## config.mk

```make
export PLATFORM = sky130hd
export DESIGN_NAME = ooo_wb_arbiter_flat
export DESIGN_NICKNAME = d
export VERILOG_FILES = /design/src/rtl/rv32i_types_pkg.sv /design/src/rtl/ooo_wb_arbiter_if.sv /design/src/rtl/rr_arbiter_4.sv /design/src/rtl/ooo_wb_arbiter.sv /design/src/flat_wrapper.sv
export SDC_FILE = /design/constraint.sdc
export NUM_CORES = 1
export LEC_CHECK = 0
export CORE_MARGIN = 4
export CORE_UTILIZATION = 35
export CTS_CLUSTER_SIZE = 10
export DETAILED_ROUTE_END_ITERATION = 10
export GPL_ROUTABILITY_DRIVEN = 0
export PLACE_DENSITY = 0.9
export SLEW_MARGIN = 20
export SYNTH_ARGS = -nofsm -noshare
export SYNTH_HDL_FRONTEND = slang
export SYNTH_SLANG_ARGS = --single-unit
```

## constraint.sdc

```tcl
create_clock -name CLK -period 1.7 [get_ports CLK]
set_input_delay 0.34 -clock CLK [delete_from_list [all_inputs] [get_ports CLK]]
set_output_delay 0.34 -clock CLK [all_outputs]
set_load 0.03 [all_outputs]
```

## src/rtl/rv32i_types_pkg.sv

```systemverilog
// Shared types for the out-of-order writeback path: functional-unit indices
// and small helpers used by the writeback arbiter.
package rv32i_types_pkg;

    // Number of functional units competing for the single writeback port.
    localparam int NUM_WB_FU = 4;

    // Functional-unit index; also the encoding driven on wb_fu.
    typedef enum logic [1:0] {
        FU_AU = 2'd0,
        FU_MU = 2'd1,
        FU_DU = 2'd2,
        FU_LS = 2'd3
    } fu_idx_e;

    // Encode a one-hot grant vector into a functional-unit index.
    // An all-zero vector encodes to FU_AU; callers qualify with |grant.
    function automatic fu_idx_e onehot_to_fu(input logic [NUM_WB_FU-1:0] oh);
        fu_idx_e idx;
        idx = FU_AU;
        for (int i = 0; i < NUM_WB_FU; i++) begin
            if (oh[i]) begin
                idx = fu_idx_e'(2'(i));
            end
        end
        return idx;
    endfunction

    // Round-robin pointer after granting index g: the unit just served
    // becomes lowest priority.
    function automatic logic [1:0] next_ptr(input fu_idx_e g);
        return 2'(g) + 2'd1;
    endfunction

endpackage

```

## src/rtl/ooo_wb_arbiter_if.sv

```systemverilog
// Bundle of the functional-unit request side and the completion-buffer
// writeback side of the writeback arbiter. The arbiter uses the slave
// modport; the surrounding pipeline (or a bench) drives the master side.
interface ooo_wb_arbiter_if #(
    parameter int TAG_W  = 6,
    parameter int DATA_W = 32
);
    import rv32i_types_pkg::*;

    // Control from the hazard unit and completion buffer
    logic                                flush;
    logic                                cb_ready;

    // Per-FU result requests (index 0=AU, 1=MU, 2=DU, 3=LS)
    logic [NUM_WB_FU-1:0]                req;
    logic [NUM_WB_FU-1:0][TAG_W-1:0]     req_tag;
    logic [NUM_WB_FU-1:0][DATA_W-1:0]    req_data;
    logic [NUM_WB_FU-1:0]                req_exc;

    // Combinational handshake back to the FUs
    logic [NUM_WB_FU-1:0]                grant;
    logic [NUM_WB_FU-1:0]                stall;
    logic                                wb_port_conflict;

    // Registered writeback to the completion buffer
    logic                                wb_valid;
    fu_idx_e                             wb_fu;
    logic [TAG_W-1:0]                    wb_tag;
    logic [DATA_W-1:0]                   wb_data;
    logic                                wb_exc;

    modport master (
        output flush, cb_ready, req, req_tag, req_data, req_exc,
        input  grant, stall, wb_port_conflict,
        input  wb_valid, wb_fu, wb_tag, wb_data, wb_exc
    );

    modport slave (
        input  flush, cb_ready, req, req_tag, req_data, req_exc,
        output grant, stall, wb_port_conflict,
        output wb_valid, wb_fu, wb_tag, wb_data, wb_exc
    );

endinterface

```

## src/rtl/rr_arbiter_4.sv

```systemverilog
// Four-way round-robin arbiter. Searches req starting at index ptr and
// wrapping, granting the first requester found. Purely combinational; the
// pointer is owned by the caller. accept=0 suppresses every grant.
module rr_arbiter_4
    import rv32i_types_pkg::*;
(
    input  logic [NUM_WB_FU-1:0] req,
    input  logic [1:0]           ptr,
    input  logic                 accept,
    output logic [NUM_WB_FU-1:0] grant
);

    // rot_req[k] is the requester visited k-th in the search order
    logic [NUM_WB_FU-1:0] rot_req;
    // Lowest set bit of rot_req: the winner, still in search-order position
    logic [NUM_WB_FU-1:0] rot_win;

    // Rotate requests so that position 0 is the current pointer
    for (genvar gi = 0; gi < NUM_WB_FU; gi++) begin : g_rotate
        localparam logic [1:0] OFS = 2'(gi);
        assign rot_req[gi] = req[OFS + ptr];
    end

    // Isolate the first requester in search order
    always_comb begin
        rot_win = rot_req & (~rot_req + 4'd1);
    end

    // Rotate the winner back to its physical FU index
    for (genvar gi = 0; gi < NUM_WB_FU; gi++) begin : g_unrotate
        localparam logic [1:0] OFS = 2'(gi);
        assign grant[gi] = accept & rot_win[OFS - ptr];
    end

endmodule

```

## src/rtl/ooo_wb_arbiter.sv

```systemverilog
// Writeback arbiter for the out-of-order core. Four functional units share
// one completion-buffer write port. One requester is granted per accepting
// cycle in round-robin order and its result is registered onto wb_*, so a
// granted result appears on wb_valid one cycle after its request. Losers are
// stalled and must hold their request; nothing is buffered here.
module ooo_wb_arbiter
    import rv32i_types_pkg::*;
#(
    parameter int TAG_W  = 6,
    parameter int DATA_W = 32
) (
    input  logic              CLK,
    input  logic              nRST,
    ooo_wb_arbiter_if.slave   bus
);

    // The output register can take new content when empty or being drained
    logic                  accept;
    logic                  arb_en;
    logic [NUM_WB_FU-1:0]  grant_raw;
    logic [NUM_WB_FU-1:0]  grant_vec;
    logic                  any_grant;
    fu_idx_e               grant_idx;

    logic [1:0]            ptr_reg;
    logic [1:0]            ptr_next;

    logic                  wb_valid_reg;
    logic                  wb_valid_next;
    fu_idx_e               wb_fu_reg;
    fu_idx_e               wb_fu_next;
    logic [TAG_W-1:0]      wb_tag_reg;
    logic [TAG_W-1:0]      wb_tag_next;
    logic [DATA_W-1:0]     wb_data_reg;
    logic [DATA_W-1:0]     wb_data_next;
    logic                  wb_exc_reg;
    logic                  wb_exc_next;

    assign accept = !wb_valid_reg || bus.cb_ready;
    assign arb_en = accept && !bus.flush;

    rr_arbiter_4 u_rr (
        .req    (bus.req),
        .ptr    (ptr_reg),
        .accept (arb_en),
        .grant  (grant_raw)
    );

    // No unit may believe it was accepted while the core is held in reset
    assign grant_vec = grant_raw & {NUM_WB_FU{nRST}};
    assign any_grant = |grant_raw;
    assign grant_idx = onehot_to_fu(grant_raw);

    assign bus.grant            = grant_vec;
    assign bus.stall            = bus.req & ~grant_vec;
    // More than one requester: clearing the lowest set bit leaves something
    assign bus.wb_port_conflict = |(bus.req & (bus.req - 4'd1));

    assign bus.wb_valid = wb_valid_reg;
    assign bus.wb_fu    = wb_fu_reg;
    assign bus.wb_tag   = wb_tag_reg;
    assign bus.wb_data  = wb_data_reg;
    assign bus.wb_exc   = wb_exc_reg;

    // Next-state for the writeback register and round-robin pointer.
    // Flush kills any pending output and leaves the pointer alone; otherwise
    // an accepting cycle either loads the winner or empties the register.
    always_comb begin
        wb_valid_next = wb_valid_reg;
        wb_fu_next    = wb_fu_reg;
        wb_tag_next   = wb_tag_reg;
        wb_data_next  = wb_data_reg;
        wb_exc_next   = wb_exc_reg;
        ptr_next      = ptr_reg;

        if (bus.flush) begin
            wb_valid_next = 1'b0;
        end else if (accept) begin
            if (any_grant) begin
                wb_valid_next = 1'b1;
                wb_fu_next    = grant_idx;
                wb_tag_next   = bus.req_tag[grant_idx];
                wb_data_next  = bus.req_data[grant_idx];
                wb_exc_next   = bus.req_exc[grant_idx];
                ptr_next      = next_ptr(grant_idx);
            end else begin
                wb_valid_next = 1'b0;
            end
        end
    end

    // State registers; reset empties the output and gives AU top priority
    always_ff @(posedge CLK or negedge nRST) begin
        if (!nRST) begin
            wb_valid_reg <= 1'b0;
            wb_fu_reg    <= FU_AU;
            wb_tag_reg   <= '0;
            wb_data_reg  <= '0;
            wb_exc_reg   <= 1'b0;
            ptr_reg      <= 2'd0;
        end else begin
            wb_valid_reg <= wb_valid_next;
            wb_fu_reg    <= wb_fu_next;
            wb_tag_reg   <= wb_tag_next;
            wb_data_reg  <= wb_data_next;
            wb_exc_reg   <= wb_exc_next;
            ptr_reg      <= ptr_next;
        end
    end

endmodule

```

## src/flat_wrapper.sv

```systemverilog
// flat-port wrapper written by rule: the top's interface ports become plain ports
module ooo_wb_arbiter_flat import rv32i_types_pkg::*;
#(
    parameter int TAG_W  = 6,
    parameter int DATA_W = 32
)
  (CLK, nRST, bus_flush, bus_cb_ready, bus_req, bus_req_tag, bus_req_data, bus_req_exc, bus_grant, bus_stall, bus_wb_port_conflict, bus_wb_valid, bus_wb_fu, bus_wb_tag, bus_wb_data, bus_wb_exc);
  ooo_wb_arbiter_if #(.TAG_W(TAG_W), .DATA_W(DATA_W)) bus_i ();
  input  logic CLK;
  input  logic nRST;
  input wire logic [$bits(bus_i.flush)-1:0] bus_flush;
  input wire logic [$bits(bus_i.cb_ready)-1:0] bus_cb_ready;
  input wire logic [$bits(bus_i.req)-1:0] bus_req;
  input wire logic [$bits(bus_i.req_tag)-1:0] bus_req_tag;
  input wire logic [$bits(bus_i.req_data)-1:0] bus_req_data;
  input wire logic [$bits(bus_i.req_exc)-1:0] bus_req_exc;
  output wire logic [$bits(bus_i.grant)-1:0] bus_grant;
  output wire logic [$bits(bus_i.stall)-1:0] bus_stall;
  output wire logic [$bits(bus_i.wb_port_conflict)-1:0] bus_wb_port_conflict;
  output wire logic [$bits(bus_i.wb_valid)-1:0] bus_wb_valid;
  output wire logic [$bits(bus_i.wb_fu)-1:0] bus_wb_fu;
  output wire logic [$bits(bus_i.wb_tag)-1:0] bus_wb_tag;
  output wire logic [$bits(bus_i.wb_data)-1:0] bus_wb_data;
  output wire logic [$bits(bus_i.wb_exc)-1:0] bus_wb_exc;
  assign bus_i.flush = bus_flush;
  assign bus_i.cb_ready = bus_cb_ready;
  assign bus_i.req = bus_req;
  assign bus_i.req_tag = bus_req_tag;
  assign bus_i.req_data = bus_req_data;
  assign bus_i.req_exc = bus_req_exc;
  assign bus_grant = bus_i.grant;
  assign bus_stall = bus_i.stall;
  assign bus_wb_port_conflict = bus_i.wb_port_conflict;
  assign bus_wb_valid = bus_i.wb_valid;
  assign bus_wb_fu = bus_i.wb_fu;
  assign bus_wb_tag = bus_i.wb_tag;
  assign bus_wb_data = bus_i.wb_data;
  assign bus_wb_exc = bus_i.wb_exc;
  ooo_wb_arbiter #(.TAG_W(TAG_W), .DATA_W(DATA_W)) u_core (.CLK(CLK), .nRST(nRST), .bus(bus_i));
endmodule
```

==> results.cfg, run 1 <==
[outcome]
status = finished, violations left
violations = setup timing

[routing]
wl_per_cell_um = 21.1
ant_nets = 0
drc = 0
vias_per_cell = 5.93
drt-total-wl_um = 17800
first_iter_violations = 420
drt-pass1-iter-count = 5
vias = 4996

[critical_path]
cp_slowest_cell = dfrtp_2
crit_required_ns = 1.36
critPathArrivalTime_ns = 1.69
cpPeakStageDelay_ns = 0.48
r2r_cells = 8
critPathLaunch = u_core.ptr_reg[0]
end_kind = output pin
path_class = flip-flop to output pin
crit_path_max_fanout = 7
path_cells = buf_6 -> a21o_1 -> a21oi_2 -> o21ai_2 -> nor2_4 -> buf_4
r2r_setup_slack_ns = -0.19
crit_path_end = bus_grant[0]
rr_endpoint = u_core.bus.wb_data[13]
worstReg2RegStart = u_core.ptr_reg[1]
start_kind = flip-flop

[synthesis]
yosysTopAreaCellShare = 0.310
synthMuxAreaShare = 0
synth_top_area_cell = dfrtp_1
synthArstFlopShare = 1.00
synth_simple_gate_area_frac = 0.239
synth_cell_type_count = 42
syn_avg_cell_area_um2 = 7.92
synthTopCellsByArea = dfrtp_1, a21oi_1, o22a_1
synth_top_family_by_area = compound AO/OA/AOI/OAI gates
seq_area_frac_synth = 0.310
synth-compound-area-share = 0.368
synthAdderAreaFrac = 0
synth_xor_area_frac = 0
syn_nets = 613
synthCells = 449
synth_enable_flop_cells = 0
yosys_warnings = 0
ys.flop_type = dfrtp_1
ys_ff_latch = 44
synth_area_mm2 = 0.00356

[placed_design]
place_area_mm2 = 0.00638
dpl.hpwl_um = 12900
pre_cts_slack_ns = -0.601
dp_cells = 820
port_buffers = 214

[final_layout]
diodes = 0
final_cell_mix = clkdlybuf4s50_1, buf_4, nand2_1
layout_commonest_cell = clkdlybuf4s50_1
num-fill-cells = 728
regArea_mm2 = 0.00110
largest_register_ffs = 32
layout.cells.non_filler = 843
post-route-util = 0.697
drive_gt1_frac = 0.224
multi_input_area_mm2 = 0.00239
fin_nets = 873
area.growth.synth_to_final_pct = 92.5
fin_area_mm2 = 0.00685

[global_route]
grt_pass1_wl_um = 26500
grt_max_degree = 45
antenna_found_initial = 0
grtUsageTotal = 0.285
grt_pass1_vias = 5130
grt_overflow_total = 0

[timing]
period_share = 1.20
fmax_mhz = 492
timing.final.crit_period_ns = 2.03
final_max_slew_viol_count = 0
slew_headroom = 0.589
hold_viol = 0
setup_viol = 48
rsz0062_at_grt = true
tightest_slew_ns = 0.616
final.setup.worst_slack_ns = -0.332
skew_ns = 0.00653

[min_path]
worstHoldPathType = input port to async pin

[power]
combPwrFrac = 0.684
internal-power_mw = 4.29
p_sw_mw = 3.50
ir_worst_vdd_mv = 0.494
p_per_area_mw_per_mm2 = 1140
switching_share = 0.449
p_seq_frac = 0.223
leakagePower_nw = 2.86
pwr-share-clk = 0.093

[die]
ios = 215
core_mm2 = 0.00982
die_y_um = 109
initial_core_util = 0.362
die_area_mm2 = 0.0118
die_x_um = 109
row_count = 36

[clock_tree]
clk_latency_ns = 0.31
htreeDepth = 2
cts_inserted_buffers = 5
cts.sinks = 44
tritoncts = yes
clockBufferDepth = 2
cts_hold_buffers = 0
cts_root_buf = clkbuf_8
clk_pin_slew_ns = 0.09

[run]
cap_violations = 0
cell type report:
class / count / area share
clock buffer: 8 / 0.0132
inverter: 7 / 0.00384
multi-input combinational: 350 / 0.349
sequential: 44 / 0.161
tap: 133 / 0.0243
timing repair buffer: 301 / 0.448
critical path, delay by kind of cell, from the launching register on:
family                 cells  cell delay (ns)
DFF                        1             0.48
and+or+nand+nor            1             0.14
buffers and inverters      2             0.32
AOI/OAI and AO/OA          3             0.45
repair_timing:
| action | CTS | global route |
|---|---|---|
| pin swaps | 12 | 7 |
| resized for setup | 61 | 49 |
| cloned | 1 | 1 |
| endpoints found under the setup margin | 69 | 71 |
| setup buffers | 10 | 4 |
kinds of logic (layout without fill, tap and decap cells):
kind of cell	count (synthesis)	count (layout)
buffers and inverters	55	316
and+or+nand+nor	171	171
AOI/OAI and AO/OA	179	179
DFF	44	44
layer usage:
metal | global-route usage | wire length, um | vias to the layer above
met5 | 0 | 0 | -
met4 | 0.111 | 557 | 0
met3 | 0.0764 | 1820 | 63
met2 | 0.510 | 8770 | 347
met1 | 0.323 | 6620 | 2381
li1 | - | - | 2205
synthesized netlist by cell type, drive strengths merged (15+ instances only):
library cell  number
nand2             60
a21oi             55
nor2              52
dfrtp             44
buf               33
o21a              27
nand4             26
o22a              26
a32oi             25
clkbuf            15
nor3b             15
o22ai             15
worst min path at each step:
stage                                   endpoint  slack, ns  depth (start not counted)
after detailed placement   u_core.bus.wb_data[4]       0.50                          1
after global routing      u_core.bus.wb_data[10]       0.24                          2
after floorplan            u_core.bus.wb_data[0]       0.04                          0
final                      u_core.bus.wb_data[6]       0.20                          2
after CTS                 u_core.bus.wb_data[10]       0.23                          2
after global placement     u_core.bus.wb_data[6]       0.49                          1
power by group through the flow:
stage	clock [mW]	combinational, mW	sequential [mW]
floorplan	0	1.91	2.48
global placement	0	4.89	1.73
detailed placement	0	5.03	1.76
CTS	0.736	5.14	1.74
global route	0.782	5.61	1.79
finish	0.725	5.33	1.74
through the flow:
step	hold slack (ns)	total power, mW	setup TNS, ns
after CTS	0.230	7.62	-5.88
after global placement	0.489	6.62	-22.70
after floorplan	0.0444	4.39	-1.13
final	0.199	7.79	-8.02
after detailed placement	0.496	6.79	-26.60
after global routing	0.243	8.18	-11.86
No activity file was read; power rests on OpenSTA's default activity.
==> run 2, diff against run 1 <==
--- a/config.mk
+++ b/config.mk
@@ -6,11 +6,11 @@
 export NUM_CORES = 1
 export LEC_CHECK = 0
 export CORE_MARGIN = 4
-export CORE_UTILIZATION = 35
+export CORE_UTILIZATION = 38
 export CTS_CLUSTER_SIZE = 10
 export DETAILED_ROUTE_END_ITERATION = 10
 export GPL_ROUTABILITY_DRIVEN = 0
-export PLACE_DENSITY = 0.9
+export PLACE_DENSITY = 0.93
 export SLEW_MARGIN = 20
 export SYNTH_ARGS = -nofsm -noshare
 export SYNTH_HDL_FRONTEND = slang
==> constraint.sdc (replaced) <==
create_clock -name CLK -period 1.99 [get_ports CLK]
set_input_delay 0.398 -clock CLK [delete_from_list [all_inputs] [get_ports CLK]]
set_output_delay 0.398 -clock CLK [all_outputs]
set_load 0.03 [all_outputs]
==> results.cfg, run 2 (synthesis results as in run 1) <==
[timing]
slew_headroom = 0.605
hold_viol = 0
tightest_slew_ns = 0.592
final_max_slew_viol_count = 0
period_share = 1.08
skew_ns = 0.00693
final.setup.worst_slack_ns = -0.163
fmax_mhz = 464
setup_viol = 8
rsz0062_at_grt = true
timing.final.crit_period_ns = 2.15

[final_layout]
largest_register_ffs = 32
diodes = 0
area.growth.synth_to_final_pct = 85.6
layout_commonest_cell = clkdlybuf4s50_1
fin_nets = 864
final_cell_mix = clkdlybuf4s50_1, buf_4, nand2_1
layout.cells.non_filler = 812
num-fill-cells = 648
drive_gt1_frac = 0.195

[global_route]
use_met1 = 0.321
grt.busiest_layer = met2
grt_overflow_total = 0
met2_usage = 0.500
antenna_found_initial = 0
grt_pass1_wl_um = 25700
grtUsageTotal = 0.286
grt_pass1_vias = 5079
gr-usage-met3 = 0.0803
grt_max_degree = 45

[clock_tree]
clockBufferDepth = 2
clk_pin_slew_ns = 0.09
tritoncts = yes
htreeDepth = 2
cts_inserted_buffers = 5
cts_hold_buffers = 0
clk_latency_ns = 0.31
cts_root_buf = clkbuf_8
cts.sinks = 44

[critical_path]
path_class = flip-flop to output pin
path_buf_inv = 2
path_common_cell = nor2_4
start_kind = flip-flop
crit_required_ns = 1.59
worstReg2RegStart = u_core.ptr_reg[0]
end_kind = output pin
r2r_cells = 8
crit_cells = 6
critPathArrivalTime_ns = 1.76
path_cells = nor3b_4 -> o31ai_2 -> buf_4 -> nor2_4 -> nor2_4 -> buf_6
crit_family = flip-flops
critPathLaunch = u_core.ptr_reg[0]
crit_path_max_fanout = 7
rr_endpoint = u_core.bus.wb_tag[5]
cp_slowest_cell = dfrtp_2
cpPeakStageDelay_ns = 0.49
r2r_setup_slack_ns = 0.07

[routing]
wl_per_cell_um = 20.7
drc = 0
vias_per_cell = 6.14
drt-total-wl_um = 16800
ant_nets = 0
drt-pass1-iter-count = 5
first_iter_violations = 263
vias = 4985

[power]
design_power_total_mw = 6.58
p_per_area_mw_per_mm2 = 996
ir_worst_vdd_mv = 0.585
leakagePower_nw = 2.59

[die]
core_mm2 = 0.00915
ios = 215
die_area_mm2 = 0.0110
die_x_um = 105
die_y_um = 105
initial_core_util = 0.389
row_count = 35

[outcome]
status = finished, violations left
violations = setup timing

[run]
cap_violations = 0

[placed_design]
dp_cells = 787
dpl.hpwl_um = 12100
port_buffers = 214

[min_path]
worstHoldPathType = input port to async pin
==> run 2: per-stage QoR <==
stage               instance area (um2)  utilization  setup TNS, ns  worst slack [ns]  hold slack, ns
finish                             6600        0.721         -0.534            -0.163           0.301
global route                       6600        0.721          -1.02            -0.218           0.340
CTS                                6390        0.698         -0.501           -0.0893           0.314
detailed placement                 6170        0.674         -15.57            -0.381           0.498
global placement                   6170        0.674         -12.94            -0.353           0.494
floorplan                          3580            -        -0.0707           -0.0217           0.102
==> run 2: final cells by class <==
| type | count | area, um2 | area share |
|---|---|---|---|
| clock buffers | 5 | 68.8 | 0.0104 |
| clock inverters | 3 | 18.8 | 0.00284 |
| inverters | 7 | 26.3 | 0.00398 |
| multi-input cells | 350 | 2330 | 0.352 |
| flip-flops and latches | 44 | 1100 | 0.167 |
| well taps | 111 | 139 | 0.0210 |
| repair buffers | 292 | 2920 | 0.442 |
==> run 2: layer usage <==
layer	vias up	share of wire
met3	63	0.11
li1	2192	-
met4	0	0.042
met2	382	0.50
met5	-	0
met1	2348	0.35
==> run 2: how the worst max path moves through the flow <==
stage | end | slack [ns]
finish | bus_stall[2] | -0.16
global route | bus_stall[2] | -0.22
CTS | bus_grant[2] | -0.09
detailed placement | u_core.bus.wb_data[20] | -0.38
global placement | u_core.bus.wb_data[8] | -0.35
floorplan | bus_stall[3] | -0.02
==> run 2: timing repair <==
item | 4_1_cts | 5_1_grt
pin swaps | 8 | 17
gates resized for setup | 25 | 27
endpoints found under the hold margin | 0 | 0
setup buffers | 9 | 7
cloned | 0 | 2
setup endpoints to repair | 26 | 45
==> run 2: where the power goes <==
part	internal (mW)	total, mW	switching [mW]	leakage (nW)
Clock	0.246	0.594	0.349	0.0479
Combinational	2.16	4.49	2.33	2.04
Sequential	1.24	1.49	0.247	0.502
